[config.mk]
export PLATFORM = sky130hd
export DESIGN_NAME = multiplier_buffered_flat
export DESIGN_NICKNAME = d
export VERILOG_FILES = /design/src/rtl/multiplier_buffered_if.sv /design/src/rtl/multiplier_buffered.sv /design/src/flat_wrapper.sv
export SDC_FILE = /design/constraint.sdc
export NUM_CORES = 1
export LEC_CHECK = 0
export CAP_MARGIN = 25
export CORE_MARGIN = 3
export CORE_UTILIZATION = 39
export DETAILED_ROUTE_END_ITERATION = 10
export SETUP_SLACK_MARGIN = 0.4
export SLEW_MARGIN = 20
export SYNTH_ARGS = -nofsm -noshare
export SYNTH_HDL_FRONTEND = slang
export SYNTH_SLANG_ARGS = --single-unit
[constraint.sdc]
create_clock -name clk -period 12.9 [get_ports clk]
set_input_delay 3.225 -clock clk [delete_from_list [all_inputs] [get_ports clk]]
set_output_delay 3.225 -clock clk [all_outputs]
set_load 0.005 [all_outputs]
[src/rtl/multiplier_buffered_if.sv]
// Operand, memory-write, memory-read and status bundle of multiplier_buffered.
// The master side drives operands, block-read requests and external read data.
interface multiplier_buffered_if #(
   parameter int IN_W  = 16,
   parameter int DEPTH = 64
);
   localparam int AW = $clog2(DEPTH);
   localparam int PW = 2 * IN_W;

   logic            EN_mult;
   logic            mode_signed;
   logic [IN_W-1:0] mult_input0;
   logic [IN_W-1:0] mult_input1;
   logic            EN_blockRead;
   logic [PW-1:0]   readMem_val;

   logic            RDY_mult;
   logic            EN_writeMem;
   logic [AW-1:0]   writeMem_addr;
   logic [PW-1:0]   writeMem_val;
   logic            EN_readMem;
   logic [AW-1:0]   readMem_addr;
   logic            VALID_memVal;
   logic [PW-1:0]   memVal_data;
   logic [AW:0]     mem_count;
   logic            overflow;

   modport master (
      output EN_mult, mode_signed, mult_input0, mult_input1, EN_blockRead, readMem_val,
      input  RDY_mult, EN_writeMem, writeMem_addr, writeMem_val, EN_readMem,
      input  readMem_addr, VALID_memVal, memVal_data, mem_count, overflow
   );

   modport slave (
      input  EN_mult, mode_signed, mult_input0, mult_input1, EN_blockRead, readMem_val,
      output RDY_mult, EN_writeMem, writeMem_addr, writeMem_val, EN_readMem,
      output readMem_addr, VALID_memVal, memVal_data, mem_count, overflow
   );
endinterface

[src/rtl/multiplier_buffered.sv]
// Pipelined multiplier filling an external buffer, then block-reading it back; write lands PIPE
// cycles after accept, RDY_mult drops once buffered+in-flight products would reach DEPTH.
module multiplier_buffered #(
   parameter int IN_W  = 16,
   parameter int DEPTH = 64,
   parameter int PIPE  = 2
) (
   input  logic                clk,
   input  logic                rst,
   multiplier_buffered_if.slave bus
);
   localparam int AW = $clog2(DEPTH);
   localparam int PW = 2 * IN_W;
   localparam int CW = AW + 2;

   typedef enum logic [1:0] {IDLE_WRITE, DRAIN, FULL, READ} state_e;

   state_e        state_q, state_d;
   logic [PIPE-1:0] vld_q;
   logic [PW-1:0] dat_q [PIPE];
   logic [AW:0]   count_q, count_d;
   logic [AW-1:0] rd_addr_q, rd_addr_d;
   logic          rd_vld_q;
   logic          ovf_q;

   logic [CW-1:0] inflight;
   logic [CW-1:0] committed;
   logic          rdy;
   logic          accept;
   logic          wr;
   logic          last_read;
   logic [PW-1:0] a_ext, b_ext, prod;

   always_comb begin
      inflight = '0;
      for (int i = 0; i < PIPE; i++) begin
         inflight = inflight + CW'(vld_q[i]);
      end
      committed = CW'(count_q) + inflight;
      rdy       = !rst && (state_q == IDLE_WRITE) && (committed < CW'(DEPTH));
      accept    = bus.EN_mult && rdy;
      wr        = vld_q[PIPE-1];
      last_read = ({1'b0, rd_addr_q} == (count_q - (AW+1)'(1)));
   end

   // Extend both operands to the full product width so a single PW-bit multiply
   // yields the correct low PW bits for either signedness.
   always_comb begin
      a_ext = bus.mode_signed ? {{IN_W{bus.mult_input0[IN_W-1]}}, bus.mult_input0}
                              : {{IN_W{1'b0}}, bus.mult_input0};
      b_ext = bus.mode_signed ? {{IN_W{bus.mult_input1[IN_W-1]}}, bus.mult_input1}
                              : {{IN_W{1'b0}}, bus.mult_input1};
      prod  = a_ext * b_ext;
   end

   always_ff @(posedge clk) begin
      if (rst) begin
         vld_q <= '0;
      end else begin
         vld_q[0] <= accept;
         for (int i = 1; i < PIPE; i++) begin
            vld_q[i] <= vld_q[i-1];
         end
      end
   end

   always_ff @(posedge clk) begin
      if (accept) begin
         dat_q[0] <= prod;
      end
      for (int i = 1; i < PIPE; i++) begin
         dat_q[i] <= dat_q[i-1];
      end
   end

   always_ff @(posedge clk) begin
      if (rst) begin
         state_q <= IDLE_WRITE;
      end else begin
         state_q <= state_d;
      end
   end

   // A block-read accepted together with an operand still counts that product.
   always_comb begin
      state_d = state_q;
      case (state_q)
         IDLE_WRITE: begin
            if (bus.EN_blockRead && ((committed != '0) || accept)) begin
               state_d = DRAIN;
            end else if ((count_q == (AW+1)'(DEPTH)) && (inflight == '0)) begin
               state_d = FULL;
            end
         end
         DRAIN:   if (inflight == '0) state_d = READ;
         FULL:    if (bus.EN_blockRead) state_d = READ;
         READ:    if (last_read) state_d = IDLE_WRITE;
         default: state_d = IDLE_WRITE;
      endcase
   end

   always_comb begin
      count_d   = count_q;
      rd_addr_d = rd_addr_q;
      if (wr) begin
         count_d = count_q + (AW+1)'(1);
      end
      if (state_q == READ) begin
         if (last_read) begin
            count_d   = '0;
            rd_addr_d = '0;
         end else begin
            rd_addr_d = rd_addr_q + AW'(1);
         end
      end
   end

   always_ff @(posedge clk) begin
      if (rst) begin
         count_q   <= '0;
         rd_addr_q <= '0;
         rd_vld_q  <= 1'b0;
         ovf_q     <= 1'b0;
      end else begin
         count_q   <= count_d;
         rd_addr_q <= rd_addr_d;
         rd_vld_q  <= (state_q == READ);
         ovf_q     <= bus.EN_mult && !rdy;
      end
   end

   always_comb begin
      bus.RDY_mult      = rdy;
      bus.EN_writeMem   = wr;
      bus.writeMem_addr = count_q[AW-1:0];
      bus.writeMem_val  = wr ? dat_q[PIPE-1] : '0;
      bus.EN_readMem    = (state_q == READ);
      bus.readMem_addr  = rd_addr_q;
      bus.VALID_memVal  = rd_vld_q;
      bus.memVal_data   = bus.readMem_val;
      bus.mem_count     = count_q;
      bus.overflow      = ovf_q;
   end
endmodule

[src/flat_wrapper.sv]
// flat-port wrapper written by rule: the top's interface ports become plain ports
module multiplier_buffered_flat 
#(
   parameter int IN_W  = 16,
   parameter int DEPTH = 64,
   parameter int PIPE  = 2
)
  (clk, rst, bus_EN_mult, bus_mode_signed, bus_mult_input0, bus_mult_input1, bus_EN_blockRead, bus_readMem_val, bus_RDY_mult, bus_EN_writeMem, bus_writeMem_addr, bus_writeMem_val, bus_EN_readMem, bus_readMem_addr, bus_VALID_memVal, bus_memVal_data, bus_mem_count, bus_overflow);
  multiplier_buffered_if #(.IN_W(IN_W), .DEPTH(DEPTH)) bus_i ();
  input  logic clk;
  input  logic rst;
  input wire logic [$bits(bus_i.EN_mult)-1:0] bus_EN_mult;
  input wire logic [$bits(bus_i.mode_signed)-1:0] bus_mode_signed;
  input wire logic [$bits(bus_i.mult_input0)-1:0] bus_mult_input0;
  input wire logic [$bits(bus_i.mult_input1)-1:0] bus_mult_input1;
  input wire logic [$bits(bus_i.EN_blockRead)-1:0] bus_EN_blockRead;
  input wire logic [$bits(bus_i.readMem_val)-1:0] bus_readMem_val;
  output wire logic [$bits(bus_i.RDY_mult)-1:0] bus_RDY_mult;
  output wire logic [$bits(bus_i.EN_writeMem)-1:0] bus_EN_writeMem;
  output wire logic [$bits(bus_i.writeMem_addr)-1:0] bus_writeMem_addr;
  output wire logic [$bits(bus_i.writeMem_val)-1:0] bus_writeMem_val;
  output wire logic [$bits(bus_i.EN_readMem)-1:0] bus_EN_readMem;
  output wire logic [$bits(bus_i.readMem_addr)-1:0] bus_readMem_addr;
  output wire logic [$bits(bus_i.VALID_memVal)-1:0] bus_VALID_memVal;
  output wire logic [$bits(bus_i.memVal_data)-1:0] bus_memVal_data;
  output wire logic [$bits(bus_i.mem_count)-1:0] bus_mem_count;
  output wire logic [$bits(bus_i.overflow)-1:0] bus_overflow;
  assign bus_i.EN_mult = bus_EN_mult;
  assign bus_i.mode_signed = bus_mode_signed;
  assign bus_i.mult_input0 = bus_mult_input0;
  assign bus_i.mult_input1 = bus_mult_input1;
  assign bus_i.EN_blockRead = bus_EN_blockRead;
  assign bus_i.readMem_val = bus_readMem_val;
  assign bus_RDY_mult = bus_i.RDY_mult;
  assign bus_EN_writeMem = bus_i.EN_writeMem;
  assign bus_writeMem_addr = bus_i.writeMem_addr;
  assign bus_writeMem_val = bus_i.writeMem_val;
  assign bus_EN_readMem = bus_i.EN_readMem;
  assign bus_readMem_addr = bus_i.readMem_addr;
  assign bus_VALID_memVal = bus_i.VALID_memVal;
  assign bus_memVal_data = bus_i.memVal_data;
  assign bus_mem_count = bus_i.mem_count;
  assign bus_overflow = bus_i.overflow;
  multiplier_buffered #(.IN_W(IN_W), .DEPTH(DEPTH), .PIPE(PIPE)) u_core (.clk(clk), .rst(rst), .bus(bus_i));
endmodule
# After elaboration in Yosys (flattened, before gate mapping)
# Memories as Yosys holds them, arrays and structs flattened.
# Index checks and enable logic that the tools add are counted.
word_totals:
  reg_bits: 19
  in_bits: 69
  mem_bits_rw: 64
  mem_count: 1
  output_inout_bits: 88
  wordCells: 51
mem_list:
  columns: ["memory", "words", "width", "read_ports", "rd_clocked_by_memory_dff", "write_ports", "line_no", "source"]
  rows:
  - ["u_core.dat_q", 2, 32, 2, 0, 2, "multiplier_buffered.sv:20", "logic [PW-1:0] dat_q [PIPE];"]
classes:
  n_reduce_logical: 13
  eq_ne: 9
  mux: 15
  add_sub_neg: 5
  order_cmp: 1
  multipliers: 1
op_table:
  columns: ["cell", "count"]
  rows:
  - ["$mux 32", 3]
  - ["$mul 32x32->32", 1]
  - ["$mux 7", 3]
  - ["$mux 2", 5]
  - ["$add 7x8->8", 1]
  - ["$logic_not 8->1", 1]
  - ["$lt 8x7->1 const B", 1]
  - ["$pmux 2 s4", 1]
  - ["$reduce_bool 8->1", 1]
  - ["$add 7x1->7 const B", 1]
  - ["$eq 6x7->1", 1]
  - ["$eq 7x7->1 const B", 1]
  - ["$sub 7x1->7 const B", 1]
  - ["$add 6x1->6 const B", 1]
  - ["$logic_and 1x1->1", 6]
  - ["$mux 6", 1]
  - ["$eq 2x2->1 const B", 2]
  - ["$ne 2x1->1 const B", 2]
  - ["$reduce_and 4->1", 1]
  - ["$ne 3x3->1 const B", 1]
  - ["$add 1x1->2", 1]
  - ["$eq 2x1->1 const B", 1]
  - ["$logic_not 1->1", 2]
  - ["$logic_not 2->1", 1]
  - ["3 further kinds", 4]

# Logic depth before layout (Yosys ltp)
# Gate-level depths: netlist of the first run.
logic_depth:
  depth_word: 9
  ltp_mapped: 28

# Worst setup path before layout of the first run
# Ideal clock, no wire load.
synth_path:
  path_type: "input to register"
  from: "input bus_mode_signed"
  to: "memory u_core.dat_q[0][29] (netlist name), data pin"
  setup_time_ps: 262
  t_required_ps: 12638
  n_path_buf: 3
  t_arrival_ps: 9840
  setup_slack_ps: 2799
  cell_stages: 25
  path_cell_list: "clkbuf_1 -> and2_1 -> clkbuf_1 -> nand2_1 -> fa_1 -> fa_1 -> inv_1 -> fa_1 -> inv_1 -> fa_1 -> inv_1 -> fa_1 -> inv_1 -> fa_1 -> fa_1 -> fa_1 -> inv_1 -> ha_1 -> clkbuf_1 -> nand4_1 -> nor2b_1 -> nand4_1 -> a31oi_1 -> a211oi_1 -> xnor2_1"
synth_rtl:
  columns: ["element", "line_no", "source"]
  rows:
  - ["from (decl)", "flat_wrapper.sv:13", "input wire logic [$bits(bus_i.mode_signed)-1:0] bus_mode_signed;"]
  - ["to (decl)", "multiplier_buffered.sv:20", null]

==> results.toml, run 1 <==
[die]
dieArea_sq_um = 44200
core_area_sq_um = 41000
rows = 74
die_w_microns = 210
start_util = 0.396
io_pins = 157
die_h_microns = 210

[logic_synthesis]
ys_warn_count = 0
ys_types = 66
synthArstFlopShare = 0
synth_area_sq_um = 16300
synth_seq_cells = 83
syn_nets = 2185
syn-mean-instance-area_sq_um = 9.90
synth_area_leaders = "fa_1 (41%), ha_1 (11%), and2_1 (8.2%), inv_1 (7.9%), dfxtp_1 (6.3%)"
synth-seq-area-share = 0.122
yosys.area.top_type = "fa_1"
synth_edf_count = 32
syn_inst = 1641
yosysTopAreaCellShare = 0.413
ys.flop_type = "dfxtp_1"

[final_layout]
drive_above_1_share = 0.0289
nets = 2202
n_fill_cell = 3993
multi_input_area_sq_um = 12400
seq_area_sq_um = 1980
areaGrowthSynthToFinish_pct = 9.04
n_antenna_cell = 0

[timing]
worstMarginPinSlew_ns = 1.03
finClkSkew_ns = 0.00758
setup_viol = 0
finalMaxSlewViolations = 0
tns_ns = 0
fin_crit_ns = 10.51
finalCritPeriodShare = 0.815
slew_headroom = 0.310
hold_viol_final = 0
rsz0062_at_grt = "false"
max_freq_ghz = 0.0951

[clocking]
root_buffer = "clkbuf_16"
clk_pin_slew_ns = 0.06
cts_hold_buf = 0
cts.htree.levels = 3
insertion_delay_ns = 0.34
cts_buffer_depth = 2
post_cts_buffers = 0
cts_tree = "done"
post_cts_resized = 0
cts_buffers = 9
clock_sink_count = 83

[detailed_routing]
wire_per_inst_microns = 17.9
antenna_left = 0
drcViolationCount = 0
drt-total-wl_microns = 39400
num_vias = 10787
drt_iter0_markers = 582
drt-vias-per-instance = 4.91
first_pass_iters = 5

[global_route]
grt.overflow.total = 0
track_usage = 0.187
antenna_found_initial = 0
grt_max_degree = 40
grt_first_pass_wirelength_microns = 65700
grt_pass1_vias = 12060

[place]
place_hpwl_microns = 32400
gp_congestion = 0.904
numPortBuffers = 92

[status]
status = "complete, no violations"

[critical_path]
cp_max_fo = 17
criticalPathCategory = "primary input to flop"
crit_path_end_kind = "flop"
start_kind = "primary input"
crit_arrival_ns = 10.60
cp.required_ns = 12.99

[min_path]
min_path_type = "flop to flop"

[job]
maxCapViolCount = 0
[final timing paths]
check | from | endpoint | slack, ns | cells past startpoint
min reg2reg | u_core.dat_q[0][15]$_DFFE_PP_ | u_core.dat_q[0][47]$_DFF_P_ | 0.34 | 0
max reg2reg | u_core.bus.mem_count[0]$_SDFF_PP0_ | u_core.dat_q[0][2]$_DFFE_PP_ | 9.86 | 8
max | bus_mult_input1[3] | u_core.dat_q[0][29]$_DFFE_PP_ | 2.39 | 23
min | u_core.dat_q[0][15]$_DFFE_PP_ | u_core.dat_q[0][47]$_DFF_P_ | 0.34 | 0
[worst max-delay path, stage by stage]
cell and delay [ns]:
clkdlybuf4s50_1 0.81, and3_1 0.29, inv_1 0.07, fa_1 0.50, fa_1 0.50, inv_1 0.06
fa_1 0.80, inv_1 0.24, fa_1 0.59, inv_1 0.06, fa_1 0.50, inv_1 0.06
fa_1 0.55, fa_1 0.42, fa_1 0.49, inv_1 0.04, ha_1 0.41, nand4_1 0.17
nor2b_1 0.18, nand4_1 0.16, a31oi_1 0.24, a211oi_1 0.08, xnor2_1 0.13
[synth_stat cells, types with 3 or more instances]
cell      count
inv_1       340
nor2_1       42
xor2_1       18
clkbuf_1     55
and2_1      214
nand3_1       8
nand2_1     114
a311oi_1      3
nor4_1        3
nor3_1        4
a211oi_1      7
o21bai_1      3
buf_2         4
nand2b_1      4
buf_4        38
o21a_1        4
buf_6         3
a21o_1       20
a21oi_1      27
a211o_1       3
nand4_1      12
and3_1       23
ha_1        140
dfxtp_1      51
fa_1        335
o21ai_1       7
xnor2_1      67
a31oi_1       6
edfxtp_1     32
o21ai_0       7
[metrics by stage]
step,util,cells,hold WS (ns),area [sq um],setup slack [ns]
after floorplan,-,1641,0.323,16300,2.80
after global placement,0.424,2176,0.327,17400,2.13
after detailed placement,0.424,2176,0.328,17400,2.04
after CTS,0.431,2192,0.341,17700,2.40
after global routing,0.432,2195,0.345,17700,2.04
final,0.432,2195,0.339,17700,2.39
[cell usage in the layout, fill, tap and decap left out, drive strengths merged, types with 14 or more instances in the layout]
cell | synthesis | routed
xor2 | 18 | 18
o21ai | 14 | 14
clkdlybuf4s50 | 0 | 92
a21oi | 29 | 29
and3 | 23 | 23
and2 | 214 | 214
a21o | 20 | 20
nand2 | 115 | 115
edfxtp | 32 | 32
nor2 | 42 | 42
dfxtp | 51 | 51
inv | 342 | 343
xnor2 | 69 | 69
buf | 45 | 14
ha | 140 | 140
fa | 335 | 335
[registers in the layout, indices dropped and copies added (netlist names)]
register / cells
u_core.bus.readMem_addr: 6
u_core.bus.overflow: 1
u_core.dat_q: 64
u_core.vld_q: 2
u_core.bus.mem_count: 7
u_core.bus.VALID_memVal: 1
u_core.state_q: 2
[cells by family (layout without fill, tap and decap cells)]
| family | after synthesis | in the layout | synth area share |
|---|---|---|---|
| adder cells (fa/ha/maj) | 475 | 475 | 0.520 |
| AND/OR/NAND/NOR | 442 | 442 | 0.147 |
| buffers and inverters | 442 | 464 | 0.113 |
| AO/OA/AOI/OAI | 110 | 110 | 0.0483 |
| XOR/XNOR | 87 | 87 | 0.0478 |
| flip-flops | 83 | 83 | 0.122 |
| multiplexers | 2 | 2 | 0.00123 |
[final cells by class]
| type | count | area share |
|---|---|---|
| clock buffers | 12 | 0.0151 |
| clock inverters | 4 | 0.00177 |
| inverters | 342 | 0.0727 |
| multi-input cells | 1116 | 0.702 |
| flip-flops and latches | 83 | 0.112 |
| well taps | 532 | 0.0376 |
| repair buffers | 106 | 0.0590 |
[routing by layer]
layer,vias to the layer above,global-route usage,share of wire,wire length (microns)
met3,36,0.0201,0.043,1680
met4,0,0.0400,0.016,626
met1,5526,0.267,0.47,18500
met2,273,0.309,0.47,18600
met5,-,0,0,0
li1,4952,-,-,-
Power of run 1 is not shown: default switching activity piles up to over one toggle a cycle in this logic, so the estimate is an artifact.
==> run 2, diff against run 1 <==
- clock period: 12.9 -> 10.7 ns (I/O delays scaled with it)
==> run 2 against run 1 <==
Net effect:
- setup slack worse by 1.5 ns
- worst hold slack better by 0.0017 ns
- register-to-register slack worse by 2.2 ns
- final cell count up 0.18%
- routed wire length down 1.3%
- clock-buffer cell count down 2
- flip-flop and latch count unchanged
- global-route usage down 0.29 points
- critical path depth up 1
- die area unchanged
- sequential share of layout area about the same
- critical path type unchanged
==> results.toml, run 2 (synthesis results as in run 1) <==
[status]
status = "complete, no violations"

[timing]
setup_viol = 0
finalCritPeriodShare = 0.921
rsz0062_at_grt = "false"
finalMaxSlewViolations = 0
worstMarginPinSlew_ns = 0.907
max_freq_ghz = 0.101
hold_viol_final = 0
fin_crit_ns = 9.86
slew_headroom = 0.391
tns_ns = 0
finClkSkew_ns = 0.00758

[detailed_routing]
drt-vias-per-instance = 4.93
drt-total-wl_microns = 38800
num_vias = 10836
drt_iter0_markers = 598
wire_per_inst_microns = 17.7
drcViolationCount = 0
antenna_left = 0
first_pass_iters = 5

[final_layout]
regMostFlops = "u_core.dat_q"
mostFrequentLayoutCell = "inv_1"
drive_above_1_share = 0.0318
largest_reg_flops = 64
n_antenna_cell = 0
areaGrowthSynthToFinish_pct = 9.38
nets = 2206
layout_common_cells = "inv_1 (340), fa_1 (335), and2_1 (214)"

[global_route]
track_usage = 0.184
grt_max_degree = 40
grt_pass1_vias = 11863
antenna_found_initial = 0
grt.overflow.total = 0
grt_first_pass_wirelength_microns = 64300

[critical_path]
cp.required_ns = 10.79
worst_path_max_delay_cell = "clkdlybuf4s50_1"
critPathMostFrequentCell = "fa_1"
r2r_cells = 10
critPathTopFamily = "adder cells"
cp_max_fo = 17
path_cells = "clkdlybuf4s50_1 > and3_1 > inv_1 > fa_1 > fa_1 > inv_1 > fa_1 > buf_4 > inv_1 > fa_1 > inv_1 > fa_1 > inv_1 > fa_1 > fa_1 > fa_1 > inv_1 > ha_1 > nand4_1 > nor2b_1 > nand4_1 > a31oi_1 > a211oi_1 > xnor2_1"
crit_arrival_ns = 9.95
path_depth = 24
crit_path_end_kind = "flop"
criticalPathCategory = "primary input to flop"
start_kind = "primary input"
cp_num_buf_inv = 8
critPathMaxStageDelay_ns = 0.82

[clocking]
cts_buffers = 9
cts.htree.levels = 3
cts_hold_buf = 0
cts_buffer_depth = 2
insertion_delay_ns = 0.34
root_buffer = "clkbuf_16"
post_cts_buffers = 0
cts_tree = "done"
post_cts_resized = 0
clk_pin_slew_ns = 0.07
clock_sink_count = 83

[die]
die_w_microns = 210
dieArea_sq_um = 44200
start_util = 0.396
rows = 74
core_area_sq_um = 41000
io_pins = 157
die_h_microns = 210

[place]
numPortBuffers = 92
place_hpwl_microns = 33000
gp_congestion = 0.866

[job]
maxCapViolCount = 0

[min_path]
min_delay_path_depth = 0
min_path_type = "flop to flop"
-- run 2: cell count changes in the layout (fill, tap and decap cells not counted) --
cell / previous run / this run
inv_6: 2 / 3
buf_6: 1 / 0
clkinv_4: 2 / 1
buf_4: 11 / 18
bufinv_16: 0 / 2
clkinvlp_4: 0 / 1
clkbuf_1: 1 / 0
clkinv_2: 1 / 0
clkbuf_8: 1 / 0
buf_8: 2 / 0
-- run 2: worst register-to-register path: stages, from the launching register on --
cell and delay (ns):
dfxtp_1 0.33, inv_1 0.06, ha_1 0.29, ha_1 0.22, inv_1 0.08, fa_1 0.43
nor2_1 0.15, mux2i_1 0.29, nand2_1 0.18, nor3b_2 0.21, buf_4 0.38
-- run 2: final timing paths --
path | startpoint | endpoint | slack [ns]
max | bus_mult_input1[3] | u_core.dat_q[0][29]$_DFFE_PP_ | 0.84
min | u_core.dat_q[0][7]$_DFFE_PP_ | u_core.dat_q[0][39]$_DFF_P_ | 0.34
max reg2reg | u_core.vld_q[0]$_SDFF_PP0_ | u_core.dat_q[0][3]$_DFFE_PP_ | 7.70
min reg2reg | u_core.dat_q[0][7]$_DFFE_PP_ | u_core.dat_q[0][39]$_DFF_P_ | 0.34
-- run 2: layout make-up --
cell class	count	area (sq um)
sequential	83	1980
clock buffer	10	250
multi-input combinational	1116	12400
fill	3974	23200
inverter	342	1290
timing repair buffer	110	1060
tap	532	666
clock inverter	6	93.8
-- run 2: layer usage --
layer / wire (microns) / track usage
met1: 18600 / 0.264
met2: 17600 / 0.296
met3: 1940 / 0.0272
met4: 660 / 0.0430
met5: 0 / 0
-- run 2: through the flow --
stage               std cells   util  cell area, sq um  setup WS, ns  hold slack [ns]
floorplan                1641      -             16300          1.15            0.323
global placement         2183  0.425             17400         0.662            0.326
detailed placement       2183  0.425             17400         0.520            0.328
CTS                      2199  0.433             17800         0.880            0.340
global route             2199  0.433             17800         0.493            0.348
finish                   2199  0.433             17800         0.840            0.341
Power of run 2 is left out for the same reason.
